File: src/rtl/hs_pad_stream_rx_if.sv
// Stream link from the pad bridge to the HyperSpace input: 16-bit words
// with valid/ready handshake and an end-of-frame marker.
interface hs_pad_stream_rx_if;
  logic        m_valid;
  logic        m_ready;
  logic [15:0] m_data;
  logic        m_last;

  modport master (output m_valid, output m_data, output m_last, input m_ready);
  modport slave  (input m_valid, input m_data, input m_last, output m_ready);
endinterface

File: src/rtl/hs_pad_stream_rx.sv
// Pad-side byte receiver: flops the mprj_io byte stream, undoes the pin bit
// order, packs byte pairs into 16-bit words and buffers them for HyperSpace.
module hs_pad_stream_rx #(
  parameter int DEPTH = 4,
  parameter int CNT_W = 16
) (
  input  logic                 clock,
  input  logic                 RSTB,
  input  logic                 pad_in_valid,
  input  logic                 pad_in_last,
  input  logic [7:0]           pad_in_data,
  output logic                 pad_in_ready,
  output logic [10:0]          pad_oeb,
  hs_pad_stream_rx_if.master   m_axis,
  output logic                 odd_frame,
  output logic [CNT_W-1:0]     frame_bytes
);

  localparam int PTR_W = $clog2(DEPTH);
  localparam logic [PTR_W:0] READY_LIMIT = (PTR_W+1)'(DEPTH - 3);

  typedef enum logic {EMPTY = 1'b0, HALF = 1'b1} pack_state_e;

  // Only mprj_io[27] (pad_in_ready) is an output pad.
  assign pad_oeb = 11'h7FE;

  logic [7:0] pad_rev;
  logic       s_valid, s_last, s_rdy;
  logic [7:0] s_data;

  always_comb begin
    for (int i = 0; i < 8; i++) pad_rev[i] = pad_in_data[7-i];
  end

  // NOTE: sequential state uses non-blocking assignments so every flop
  // samples pre-edge values regardless of block evaluation order.
  always_ff @(posedge clock) begin
    if (RSTB) begin
      s_valid <= 1'b0;
      s_last  <= 1'b0;
      s_data  <= '0;
      s_rdy   <= 1'b0;
    end else begin
      s_valid <= pad_in_valid;
      s_last  <= pad_in_last;
      s_data  <= pad_rev;
      s_rdy   <= pad_in_ready;
    end
  end

  // A byte only counts if the pad side also saw ready when it was sampled.
  logic accept;
  assign accept = s_valid & s_rdy;

  pack_state_e state_q, state_d;
  logic [7:0]  low_q;
  logic        push, push_last, load_low, set_odd;
  logic [15:0] push_word;

  always_ff @(posedge clock) begin
    if (RSTB) begin
      state_q   <= EMPTY;
      low_q     <= '0;
      odd_frame <= 1'b0;
    end else begin
      state_q <= state_d;
      if (load_low) low_q <= s_data;
      if (set_odd)  odd_frame <= 1'b1;
    end
  end

  // NOTE: every output of this block gets a default first, so no path
  // through the case leaves a variable unassigned and infers a latch.
  always_comb begin
    state_d   = state_q;
    push      = 1'b0;
    push_word = '0;
    push_last = 1'b0;
    load_low  = 1'b0;
    set_odd   = 1'b0;
    case (state_q)
      EMPTY: begin
        if (accept) begin
          if (s_last) begin
            push      = 1'b1;
            push_word = {8'h00, s_data};
            push_last = 1'b1;
            set_odd   = 1'b1;
          end else begin
            load_low = 1'b1;
            state_d  = HALF;
          end
        end
      end
      HALF: begin
        if (accept) begin
          push      = 1'b1;
          push_word = {s_data, low_q};
          push_last = s_last;
          state_d   = EMPTY;
        end
      end
      default: state_d = EMPTY;
    endcase
  end

  logic [16:0]      mem [DEPTH];
  logic [PTR_W-1:0] wr_ptr_q, rd_ptr_q;
  logic [PTR_W:0]   count_q, count_next;
  logic [16:0]      head;
  logic             pop;

  assign head            = mem[rd_ptr_q];
  assign m_axis.m_valid  = (count_q != '0);
  assign m_axis.m_data   = m_axis.m_valid ? head[15:0] : '0;
  assign m_axis.m_last   = m_axis.m_valid & head[16];
  assign pop             = m_axis.m_valid & m_axis.m_ready;
  assign count_next      = count_q + {{PTR_W{1'b0}}, push} - {{PTR_W{1'b0}}, pop};

  // NOTE: the storage array has no reset; stale entries are unreachable
  // because the outputs are gated by count and the pointers are reset.
  always_ff @(posedge clock) begin
    if (push) mem[wr_ptr_q] <= {push_last, push_word};
  end

  always_ff @(posedge clock) begin
    if (RSTB) begin
      wr_ptr_q     <= '0;
      rd_ptr_q     <= '0;
      count_q      <= '0;
      pad_in_ready <= 1'b0;
    end else begin
      if (push) wr_ptr_q <= wr_ptr_q + 1'b1;
      if (pop)  rd_ptr_q <= rd_ptr_q + 1'b1;
      count_q      <= count_next;
      // Leave room for the byte in the pad flop and the one in S0.
      pad_in_ready <= (count_next <= READY_LIMIT);
    end
  end

  // The counter shows the full frame length for one cycle after the last byte.
  logic clr_pending;

  always_ff @(posedge clock) begin
    if (RSTB) begin
      frame_bytes <= '0;
      clr_pending <= 1'b0;
    end else begin
      clr_pending <= accept & s_last;
      if (accept)           frame_bytes <= clr_pending ? CNT_W'(1) : frame_bytes + CNT_W'(1);
      else if (clr_pending) frame_bytes <= '0;
    end
  end

endmodule

File: src/flat_wrapper.sv
// flat-port wrapper written by rule: the top's interface ports become plain ports
module hs_pad_stream_rx_flat 
#(
  parameter int DEPTH = 4,
  parameter int CNT_W = 16
)
  (clock, RSTB, pad_in_valid, pad_in_last, pad_in_data, pad_in_ready, pad_oeb, odd_frame, frame_bytes, m_axis_m_valid, m_axis_m_data, m_axis_m_last, m_axis_m_ready);
  hs_pad_stream_rx_if m_axis_i ();
  input  logic clock;
  input  logic RSTB;
  input  logic pad_in_valid;
  input  logic pad_in_last;
  input  logic [7:0] pad_in_data;
  output logic pad_in_ready;
  output logic [10:0] pad_oeb;
  output logic odd_frame;
  output logic [CNT_W-1:0] frame_bytes;
  output wire logic [$bits(m_axis_i.m_valid)-1:0] m_axis_m_valid;
  output wire logic [$bits(m_axis_i.m_data)-1:0] m_axis_m_data;
  output wire logic [$bits(m_axis_i.m_last)-1:0] m_axis_m_last;
  input wire logic [$bits(m_axis_i.m_ready)-1:0] m_axis_m_ready;
  assign m_axis_m_valid = m_axis_i.m_valid;
  assign m_axis_m_data = m_axis_i.m_data;
  assign m_axis_m_last = m_axis_i.m_last;
  assign m_axis_i.m_ready = m_axis_m_ready;
  hs_pad_stream_rx #(.DEPTH(DEPTH), .CNT_W(CNT_W)) u_core (.clock(clock), .RSTB(RSTB), .pad_in_valid(pad_in_valid), .pad_in_last(pad_in_last), .pad_in_data(pad_in_data), .pad_in_ready(pad_in_ready), .pad_oeb(pad_oeb), .m_axis(m_axis_i), .odd_frame(odd_frame), .frame_bytes(frame_bytes));
endmodule
File: config.mk
export PLATFORM = sky130hd
export DESIGN_NAME = hs_pad_stream_rx_flat
export DESIGN_NICKNAME = d
export VERILOG_FILES = /design/src/rtl/hs_pad_stream_rx_if.sv /design/src/rtl/hs_pad_stream_rx.sv /design/src/flat_wrapper.sv
export SDC_FILE = /design/constraint.sdc
export NUM_CORES = 1
export LEC_CHECK = 0
export BUFFER_PORTS_ARGS = -buffer_cell sky130_fd_sc_hd__buf_2
export CORE_MARGIN = 4
export CORE_UTILIZATION = 40
export CTS_BUF_LIST = sky130_fd_sc_hd__clkbuf_4 sky130_fd_sc_hd__clkbuf_8
export DETAILED_ROUTE_END_ITERATION = 16
export GPL_TIMING_DRIVEN = 0
export HOLD_SLACK_MARGIN = 0.02
export MAX_ROUTING_LAYER = met4
export PLACE_DENSITY_LB_ADDON = 0.3
export SLEW_MARGIN = 0
export SYNTH_ARGS = -nofsm -noshare
export SYNTH_HDL_FRONTEND = slang
export SYNTH_SLANG_ARGS = --single-unit
File: constraint.sdc
create_clock -name clock -period 2.3 [get_ports clock]
set_input_delay 0.23 -clock clock [delete_from_list [all_inputs] [get_ports clock]]
set_output_delay 0.23 -clock clock [all_outputs]
set_load 0.05 [all_outputs]
==> results.cfg <==
[pwr]
power_density_nw_per_um2 = 1193
ir_drop_uv = 883.0
total_power_mw = 6.896
p_leak_nw = 2.227

[place]
placed_area_um2 = 5114
gp_congestion = 0.7647
hpwl_um = 5750
place_inst = 540
io_buffers = 48

[worst_setup_path]
startpoint_type = register
worstPathCellList = or3_4 -> buf_8 -> and2_4 -> ha_4 -> inv_4 -> ha_4 -> inv_2 -> fa_2 -> xor2_2 -> xnor2_1 -> and3b_1
r2r_setup_slack_ns = 0.02
critical_path_class = reg -> reg
critPathMaxFanout = 2
worst_ep_arrival_time_ns = 2.60
cp_common_cell = ha_4
worstPathRequired_ns = 2.61
crit_path_top_delay_cell = or3_4
slowest_delay_ns = 0.39
endpoint_kind = register

[synthesis]
avgSynthCellArea_um2 = 13.62
synth_cell_types = 38
synthAdderAreaFrac_pct = 2.324
netlist_area_um2 = 4629
yosysWarnings = 0
ys_seq_area_share_pct = 64.86
synth_top_family_by_area = simple AND/OR/NAND/NOR gates
synth.area.mux_share_pct = 8.486
synth_xor_area_share_pct = 3.216
ys_seq_elements = 116
netlist_instances = 340
synth_compound_area_share_pct = 3.297
synth-simple-area-share_pct = 14.19

[final_layout]
design_area_um2 = 5779
layout_common_cells = edfxtp_1 (68), buf_2 (48), dfxtp_1 (43)
antenna_cells = 0
finalNonFillerCells = 592
drive_gt1_share_pct = 31.85
syn2layout_area_growth_pct = 24.84
final_common_cell = edfxtp_1
nFillCells = 1006
fin_nets = 457

[sta]
grt_setup_unrepaired = yes
relSlewSlack_pct = 38.89
hold_viol_final = 0
fmax_ghz = 0.4380
period_share_pct = 99.25
period_needed_ns = 2.283
slew_viol_final = 0
worst_slew_pin_slew_ns = 0.9166
finClkSkew_ns = 0.006143
setup_viol = 0

[floorplan]
num_rows = 39
die_y_um = 115.6
io_pins = 60
start_util_pct = 40.72
die_area_um2 = 13360
die_w_um = 115.6
core_area_um2 = 11370

[global_route]
grt_pass1_vias = 2833
grt_max_degree = 18
grt_remaining_overflow = 0
grtUsageTotal_pct = 14.61
antenna_found_initial = 0
grt_pass1_wl_um = 14230

[routing]
drt_iter0_drc = 142
routedWlPerCell_um = 14.48
drc_errors = 0
final_antenna_net_count = 0
routed_via_density = 4.720
routed_wl_um = 8570
via_count = 2794
first_pass_iters = 4

[clock_tree]
cts_root_buffer = clkbuf_8
cts_buffers = 17
clkSinkCount = 116
cts-htree-levels = 4
clkLatencyLatePin_ns = 0.42
cts.clk_slew.worst_paths_ns = 0.06
clockBufferDepth = 2
cts_tree = done

[outcome]
outcome = finished, final reports clean

[hold_path]
min_path_type = in -> reg

[job]
max-cap-violations = 0
[routing by layer]
| layer | share of wire [%] | global-route usage, % | vias up | wire (um) |
|---|---|---|---|---|
| li1 | - | - | 1378 | - |
| met1 | 46 | 18.32 | 1337 | 3903 |
| met2 | 49 | 22.22 | 70 | 4172 |
| met3 | 4.9 | 5.274 | 9 | 422 |
| met4 | 0.84 | 4.695 | 0 | 72 |
| met5 | 0 | - | - | 0 |
[through the flow]
| stage | hold slack, ns | setup TNS (ns) | setup WS (ns) | utilization (%) |
|---|---|---|---|---|
| 6_report | 0.2026 | 0 | 0.01714 | 50.83 |
| 5_1_grt | 0.2093 | -0.07410 | -0.06106 | 50.83 |
| 4_1_cts | 0.1735 | 0 | 0.001436 | 50.25 |
| 3_5_place_dp | 0.4466 | -0.3230 | -0.1891 | 44.98 |
| 3_3_place_gp | 0.4406 | -0.2607 | -0.1557 | 44.98 |
| 2_1_floorplan | 0.3016 | 0 | 0.0009308 | - |
[worst paths after layout]
kind | from | to | cells after the start
min | m_axis_m_ready | register | 4
min reg2reg | u_core.low_q[4]$_SDFFE_PP0P_ | u_core.low_q[4]$_SDFFE_PP0P_ | 2
max reg2reg | u_core.count_q[0]$_SDFF_PP0_ | u_core.pad_in_ready$_SDFF_PP0_ | 11
max | u_core.count_q[0]$_SDFF_PP0_ | u_core.pad_in_ready$_SDFF_PP0_ | 11
[power breakdown]
part / switching [mW] / leakage (nW) / internal, mW / total [mW]
logic: 1.66 / 0.914 / 0.968 / 2.62
registers: 0.0633 / 1.10 / 2.26 / 2.32
clock network: 0.771 / 0.212 / 1.18 / 1.95
total: 2.49 / 2.23 / 4.41 / 6.90
[timing repair]
item / 4_1_cts / 5_1_grt
endpoints found under the hold margin: 11 / 0
setup buffers: 4 / 7
endpoints found under the setup margin: 12 / 6
hold buffers: 11 / 0
resized for setup: 16 / 6
pin swaps: 6 / 0
[kinds of logic after synthesis]
logic type / Yosys count
AOI/OAI and AO/OA: 24
other: 2
adders and majority gates: 8
buffers and inverters: 31
muxes: 18
and+or+nand+nor: 124
DFF: 116
xor gates and xnor gates: 17
[sequential cells by signal, summed over array words and instances, names as in the netlist, named ones only]
register	flops
u_core.mem	68
u_core.s_valid	1
u_core.wr_ptr_q	2
u_core.frame_bytes	16
u_core.rd_ptr_q	2
u_core.s_data	8
u_core.s_rdy	1
u_core.odd_frame	1
u_core.s_last	1
u_core.state_q	1
u_core.pad_in_ready	1
u_core.clr_pending	1
u_core.count_q	3
u_core.low_q	8
[cell usage after synthesis]
cell	number	area share (%)
buf_2	2	0.22
and3b_1	1	0.19
or2_2	1	0.14
nor4_1	2	0.27
nor3_1	3	0.32
nand3_1	3	0.32
or4_1	1	0.16
mux2i_1	1	0.22
and2_2	1	0.16
and3_2	2	0.32
clkbuf_1	12	0.97
nand2_1	28	2.3
or3_2	1	0.16
nor2_1	25	2.0
and4_1	1	0.19
nand4_1	5	0.68
or2_4	1	0.19
o21ai_0	2	0.22
or3_1	2	0.27
nor2b_1	13	1.8
xnor2_1	9	1.7
o31ai_1	1	0.16
ha_1	7	1.9
and3_1	1	0.14
a21oi_1	13	1.4
nand3_2	1	0.22
dfxtp_1	48	21
mux4_2	17	8.3
and4_2	1	0.22
conb_1	2	0.16
buf_4	11	1.8
inv_1	6	0.49
edfxtp_1	68	44
fa_1	1	0.43
and2_0	1	0.14
a22o_1	8	1.5
xor2_1	8	1.5
and2_1	30	4.1
[critical path, delay by kind of cell (launching register included)]
family | cells | cell delay, ns
xor+xnor | 2 | 0.28
fa+ha+maj | 3 | 0.67
buf+inv | 3 | 0.20
flops | 1 | 0.32
simple gates | 3 | 0.69
[final cells by class]
type,instances,area [um2],area share [%]
flip-flops and latches,116,3009,52.07
multi-input cells,202,1553,26.87
repair buffers,70,432.9,7.491
clock buffers,19,249.0,4.308
well taps,143,178.9,3.096
plain buffers,23,167.7,2.901
clock inverters,13,163.9,2.836
inverters,6,25.02,0.4330
No activity file was read; power rests on OpenSTA's default activity.
